**src/rtl/instruction_fetch_if.sv**
```systemverilog
// Instruction-memory bus between the fetch unit (master) and the memory (slave).
// The fetch unit holds request and address stable until the memory answers with ready.
interface instruction_fetch_if;
  logic        imem_req;
  logic [31:0] imem_addr;
  logic        imem_ready;
  logic [31:0] imem_rdata;

  modport master (
    output imem_req,
    output imem_addr,
    input  imem_ready,
    input  imem_rdata
  );

  modport slave (
    input  imem_req,
    input  imem_addr,
    output imem_ready,
    output imem_rdata
  );
endinterface

```
**src/rtl/instruction_fetch.sv**
```systemverilog
// Instruction fetch unit: requests one word at the current pc, presents it to
// decode until it is consumed, then computes the next pc (sequential, branch or jump).
// A halt reported by the decoder freezes fetch until reset.
module instruction_fetch #(
  parameter logic [31:0] RESET_PC = 32'h0000_0000
) (
  input  logic                       clk,
  input  logic                       rst,
  instruction_fetch_if.master        imem,
  output logic [31:0]                inst,
  output logic [5:0]                 opcode,
  output logic [5:0]                 func,
  output logic                       inst_valid,
  output logic [31:0]                pc,
  output logic [31:0]                pc_plus4,
  input  logic                       advance,
  input  logic                       branch,
  input  logic                       branch_taken,
  input  logic                       jump,
  input  logic                       halted,
  output logic                       halt_out
);

  typedef enum logic [1:0] {
    S_FETCH = 2'd0,
    S_HOLD  = 2'd1,
    S_HALT  = 2'd2
  } state_t;

  state_t      state_q, state_d;
  logic [31:0] pc_q, pc_d;
  logic [31:0] inst_q, inst_d;
  logic        inst_valid_q, inst_valid_d;
  logic        halt_q, halt_d;

  logic [31:0] pc_plus4_s;
  logic [31:0] branch_off_s;
  logic [31:0] next_pc_s;

  assign pc_plus4_s   = pc_q + 32'd4;
  assign branch_off_s = {{14{inst_q[15]}}, inst_q[15:0], 2'b00};

  // Redirect target for the presented instruction: jump beats taken branch beats fall-through.
  always_comb begin
    next_pc_s = pc_plus4_s;
    if (jump) begin
      next_pc_s = {pc_plus4_s[31:28], inst_q[25:0], 2'b00};
    end else if (branch && branch_taken) begin
      next_pc_s = pc_plus4_s + branch_off_s;
    end else begin
      next_pc_s = pc_plus4_s;
    end
    next_pc_s[1:0] = 2'b00;
  end

  // Next-state logic: load on ready in FETCH, wait for consume or halt in HOLD, park in HALT.
  always_comb begin
    state_d      = state_q;
    pc_d         = pc_q;
    inst_d       = inst_q;
    inst_valid_d = inst_valid_q;
    halt_d       = halt_q;
    case (state_q)
      S_FETCH: begin
        if (imem.imem_ready) begin
          inst_d       = imem.imem_rdata;
          inst_valid_d = 1'b1;
          state_d      = S_HOLD;
        end else begin
          state_d      = S_FETCH;
        end
      end
      S_HOLD: begin
        if (halted) begin
          inst_valid_d = 1'b0;
          halt_d       = 1'b1;
          state_d      = S_HALT;
        end else if (advance) begin
          pc_d         = next_pc_s;
          inst_valid_d = 1'b0;
          state_d      = S_FETCH;
        end else begin
          state_d      = S_HOLD;
        end
      end
      S_HALT: begin
        inst_valid_d = 1'b0;
        halt_d       = 1'b1;
        state_d      = S_HALT;
      end
      default: begin
        inst_valid_d = 1'b0;
        halt_d       = 1'b0;
        state_d      = S_FETCH;
      end
    endcase
  end

  // State and datapath registers; reset restarts fetch at RESET_PC and drops any pending word.
  always_ff @(posedge clk) begin
    if (rst) begin
      state_q      <= S_FETCH;
      pc_q         <= RESET_PC;
      inst_q       <= 32'h0000_0000;
      inst_valid_q <= 1'b0;
      halt_q       <= 1'b0;
    end else begin
      state_q      <= state_d;
      pc_q         <= pc_d;
      inst_q       <= inst_d;
      inst_valid_q <= inst_valid_d;
      halt_q       <= halt_d;
    end
  end

  // Request is gated by rst so nothing is issued in a reset cycle, even from a stale FETCH state.
  assign imem.imem_req  = (state_q == S_FETCH) && !rst;
  assign imem.imem_addr = pc_q;

  assign inst       = inst_q;
  assign opcode     = inst_q[31:26];
  assign func       = inst_q[5:0];
  assign inst_valid = inst_valid_q;
  assign pc         = pc_q;
  assign pc_plus4   = pc_plus4_s;
  assign halt_out   = halt_q;

endmodule
```
**src/flat_wrapper.sv**
```systemverilog
// flat-port wrapper written by rule: the top's interface ports become plain ports
module instruction_fetch_flat 
#(
  parameter logic [31:0] RESET_PC = 32'h0000_0000
)
  (clk, rst, inst, opcode, func, inst_valid, pc, pc_plus4, advance, branch, branch_taken, jump, halted, halt_out, imem_imem_req, imem_imem_addr, imem_imem_ready, imem_imem_rdata);
  instruction_fetch_if imem_i ();
  input  logic clk;
  input  logic rst;
  output logic [31:0] inst;
  output logic [5:0] opcode;
  output logic [5:0] func;
  output logic inst_valid;
  output logic [31:0] pc;
  output logic [31:0] pc_plus4;
  input  logic advance;
  input  logic branch;
  input  logic branch_taken;
  input  logic jump;
  input  logic halted;
  output logic halt_out;
  output wire logic [$bits(imem_i.imem_req)-1:0] imem_imem_req;
  output wire logic [$bits(imem_i.imem_addr)-1:0] imem_imem_addr;
  input wire logic [$bits(imem_i.imem_ready)-1:0] imem_imem_ready;
  input wire logic [$bits(imem_i.imem_rdata)-1:0] imem_imem_rdata;
  assign imem_imem_req = imem_i.imem_req;
  assign imem_imem_addr = imem_i.imem_addr;
  assign imem_i.imem_ready = imem_imem_ready;
  assign imem_i.imem_rdata = imem_imem_rdata;
  instruction_fetch #(.RESET_PC(RESET_PC)) u_core (.clk(clk), .rst(rst), .imem(imem_i), .inst(inst), .opcode(opcode), .func(func), .inst_valid(inst_valid), .pc(pc), .pc_plus4(pc_plus4), .advance(advance), .branch(branch), .branch_taken(branch_taken), .jump(jump), .halted(halted), .halt_out(halt_out));
endmodule
```
**config.mk**
```make
export PLATFORM = sky130hd
export DESIGN_NAME = instruction_fetch_flat
export DESIGN_NICKNAME = d
export VERILOG_FILES = /design/src/rtl/instruction_fetch_if.sv /design/src/rtl/instruction_fetch.sv /design/src/flat_wrapper.sv
export SDC_FILE = /design/constraint.sdc
export NUM_CORES = 1
export LEC_CHECK = 0
export BUFFER_PORTS_ARGS = -buffer_cell sky130_fd_sc_hd__buf_2
export CORE_ASPECT_RATIO = 1.2
export CORE_MARGIN = 4
export CORE_UTILIZATION = 40
export DETAILED_ROUTE_END_ITERATION = 8
export MAX_ROUTING_LAYER = met4
export PLACE_DENSITY = 0.68
export SYNTH_ARGS = -nofsm -noshare
export SYNTH_HDL_FRONTEND = slang
export SYNTH_SLANG_ARGS = --single-unit
```
**constraint.sdc**
```tcl
create_clock -name clk -period 3.2 [get_ports clk]
set_clock_uncertainty 0.05 [all_clocks]
set_input_delay 0.48 -clock clk [delete_from_list [all_inputs] [get_ports clk]]
set_output_delay 0.48 -clock clk [all_outputs]
set_load 0.02 [all_outputs]
```
==> summary.txt <==
Outcome
  • Outcome: complete, but fails checks
  • Violated checks: negative setup slack

Detailed routing
  • Routed Antenna Nets: 0
  • First-pass iteration count of the detailed router: 6
  • WL/cell: 18.4 um
  • Drt via density: 5.65
  • Via count: 6699
  • # DRC: 0
  • Final wirelength: 21800 um
  • Iter 0 DRT Violations: 388

Setup path
  • Worst path max stage delay: 0.38 ns
  • Critical path capture point type: flop
  • R2R Path End: u_core.imem.imem_addr[29]
  • Data arrival, critical path: 3.39 ns
  • Reg-to-reg slack, setup: -0.02 ns
  • Cell depth of the worst setup path: 13
  • Delay-heaviest family, CP: simple AND/OR/NAND/NOR gates
  • CP max-delay cell: or4_1
  • FF-to-FF path depth: 13
  • Reg-to-reg startpoint: u_core.imem.imem_addr[4]
  • Setup CP Type: flop to flop
  • CP startpoint kind: flop
  • Most common cell on crit path: and3_4
  • Crit Path Max Fanout: 4
  • Crit path cell chain: and4_4, and2_4, and3_4, nand2_2, xnor2_4, ha_1, a21oi_1, a21boi_0, a211oi_2, a31oi_4, and3_4, or4_1, and3_1
  • Buf/Inv on CP: 0
  • CP required: 3.38 ns

STA
  • Slew HR: 24.7%
  • Tmin final: 3.22 ns
  • Final setup margin: -0.0164 ns
  • Max-slew violation count: 0
  • Final setup violation count: 1
  • RSZ-0062 raised after global routing: yes
  • Max frequency: 0.311 GHz
  • Measured slew at the worst slew-check pin: 1.13 ns
  • Final hold vios: 0
  • Hold WS: 0.340 ns
  • Period utilisation layout: 101%
  • Setup_tns: -0.0164 ns

Layout
  • Area Overhead vs Synth: 49.6%
  • Number of fill cells in the layout: 1256
  • Seq. cell area: 1340 um2
  • Antenna Cells: 0
  • Share of cells above drive strength 1: 44.8%
  • Final net count: 1090
  • Multi-input logic area: 4460 um2

Placement
  • Placer Congestion: 0.972
  • Place WS: -0.213 ns
  • Number of I/O port buffers: 176
  • Hpwl dp: 17000 um

Power and ir drop
  • Peak VDD IR: 299 uV
  • Part of the power in registers: 37.3%
  • Combinational share of power: 24.4%
  • Sw Ratio: 31.7%
  • Final Power: 2420 uW
  • Int Power: 1650 uW
  • PwrDens: 289 nW/um2
  • Switch Pwr: 768 uW
  • Leakage: 0.00411 uW
  • Clock share of power: 38.2%

Clocking
  • Clock buffer depth: 2
  • Worst-Skew Late Latency: 0.33 ns
  • Clk slew on worst S/H paths: 0.06 ns
  • Clock Tree Root: clkbuf_16
  • CTS Buf Count: 9
  • H-tree lvl count: 3
  • CTS tree: yes
  • Post-CTS Hold Buffers: 0
  • Sink Count: 66

Floorplanning
  • Die height: 138 um
  • Std-Cell Rows: 47
  • Initial core utilization: 40.6%
  • I/O pin count: 183
  • Die Footprint: 15900 um2
  • Die Width: 116 um
  • Core area: 13800 um2

Hold path
  • Hold Startpoint: imem_imem_rdata[30]
  • Hold Path Sink: u_core.inst[30]
  • Hold Crit Class: input pin to flop
  • Cell depth of the worst hold path: 3

Global route
  • Overflow after GRT: 0
  • Gr usage total: 26.4%
  • First-pass GRT wire length: 32000 um
  • Vias in the first global route: 6295
  • Initial antenna violation count: 0
  • Largest net degree at the start of global routing: 36

Synthesis
  • Number of flops mapped to enable cells by yosys: 0
  • Commonest cells in the synthesized netlist: 128 x nand2_1, 76 x a21oi_1, 66 x dfxtp_1, 57 x nor2_1, 49 x buf_4
  • Syn Inst Count: 748
  • Register area share after synthesis: 23.6%
  • Yosys cell types: 69
  • Async S/R FF share, synth: 0%
  • Synth Flop Type: dfxtp_1
  • Top-area cell type share of the netlist area: 23.6%
  • Synthesized area: 5590 um2
  • Area contributors post-synth: dfxtp_1 24%, ha_1 8.7%, nand2_1 8.6%
  • #FFs+latches synth: 66
  • Most frequent cell after synthesis: nand2_1
  • Yosys warnings: 0
  • Synth Area per Inst: 7.48 um2
  • Yosys top cell by area: dfxtp_1

Flow run
  • # Max-Cap Violations: 0
## how the worst max path moves through the flow
| stage | start | to | slack [ns] |
|---|---|---|---|
| after global routing | u_core.imem.imem_addr[5] | u_core.imem.imem_addr[25] | -0.16 |
| after CTS | u_core.imem.imem_addr[3] | u_core.imem.imem_addr[16] | -0.02 |
| after detailed placement | u_core.imem.imem_addr[4] | u_core.imem.imem_addr[21] | -0.21 |
| final | u_core.imem.imem_addr[4] | u_core.imem.imem_addr[29] | -0.02 |
| after global placement | u_core.imem.imem_addr[3] | u_core.imem.imem_addr[25] | -0.10 |
| after floorplan | u_core.imem.imem_addr[2] | u_core.imem.imem_addr[29] | -0.15 |
## sequential cells by signal, summed over array words and instances, names as in the netlist
signal / flops
u_core.inst: 32
u_core.halt_out: 1
u_core.state_q: 2
u_core.imem.imem_addr: 30
u_core.inst_valid: 1
## what timing repair did
| action | 4_1_cts | 5_1_grt |
|---|---|---|
| pin swaps | 10 | 24 |
| setup buffers | 4 | 9 |
| resized for setup | 21 | 60 |
| endpoints found under the setup margin | 13 | 15 |
## final cells by class
type	instances	share of cell area, %
clock inverter	4	0.314
multi-input combinational	594	53.3
timing repair buffer	328	24.3
sequential	66	16.0
inverter	11	0.494
tap	171	2.56
clock buffer	11	3.02
## per-stage QoR
stage / cell area [um2] / utilization [%] / instances
floorplan: 5910 / - / 753
global placement: 7530 / 54.7 / 1157
detailed placement: 7530 / 54.7 / 1157
CTS: 7930 / 57.6 / 1176
global route: 8370 / 60.8 / 1185
finish: 8370 / 60.8 / 1185
## per-layer routing
layer | vias up | GRT usage, % | wire length, um
met1 | 3130 | 29.6 | 8080
li1 | 3173 | - | -
met3 | 71 | 3.91 | 1520
met2 | 325 | 45.5 | 11100
met5 | - | - | 0
met4 | 0 | 13.3 | 1120
## placed cells by master, fill, tap and decap left out, types with 5 or more instances in the layout
master     Yosys  routed
and2_1        10       9
o21ai_1        2       5
buf_4         49     150
o21a_1         5       5
o21ai_0       24      18
o22ai_1        5       5
dfxtp_2        0      11
a21o_1        22      22
conb_1         1       6
xnor2_4        0       5
ha_4           0      13
xor2_2         1       7
ha_1          39      24
a31oi_1        9       8
xnor2_1       27      13
dfxtp_1       66      53
xor2_1        21      14
nand2_1      128     124
xnor2_2        0       9
nand4_1       18      18
buf_2          2     176
inv_1         11      11
nor2_1        57      52
or3_1          6       5
a21oi_1       76      70
o211ai_1       7       7
nand3_1       21      16
clkbuf_16      0       9
a211oi_1       9       6
nor3_1        14      11
nand3_2        0       5
and3_1        11       7
a21oi_2        0       6
## worst register-to-register path, cell delays in order, from the launching register on
cell and delay, ns:
dfxtp_2 0.36, and4_4 0.25, and2_4 0.17, and3_4 0.21
nand2_2 0.10, xnor2_4 0.24, ha_1 0.31, a21oi_1 0.14
a21boi_0 0.11, a211oi_2 0.34, a31oi_4 0.14, and3_4 0.17
or4_1 0.38, and3_1 0.15
## kinds of logic after synthesis
| group | Yosys count | share of synthesized area, % |
|---|---|---|
| DFF | 66 | 23.6 |
| other | 1 | 0.0671 |
| xor gates and xnor gates | 50 | 8.21 |
| AOI/OAI and AO/OA | 207 | 24.9 |
| and+or+nand+nor | 287 | 23.9 |
| adders and majority gates | 40 | 9.08 |
| buffers and inverters | 93 | 9.58 |
| muxes | 4 | 0.716 |
## power by group through the flow
stage,Combinational (uW),Sequential [uW],Clock (uW)
after global routing,643,907,965
after floorplan,308,960,0
after CTS,562,899,932
final,592,903,925
after detailed placement,556,916,0
after global placement,551,915,0
No activity file was read; power rests on OpenSTA's default activity.
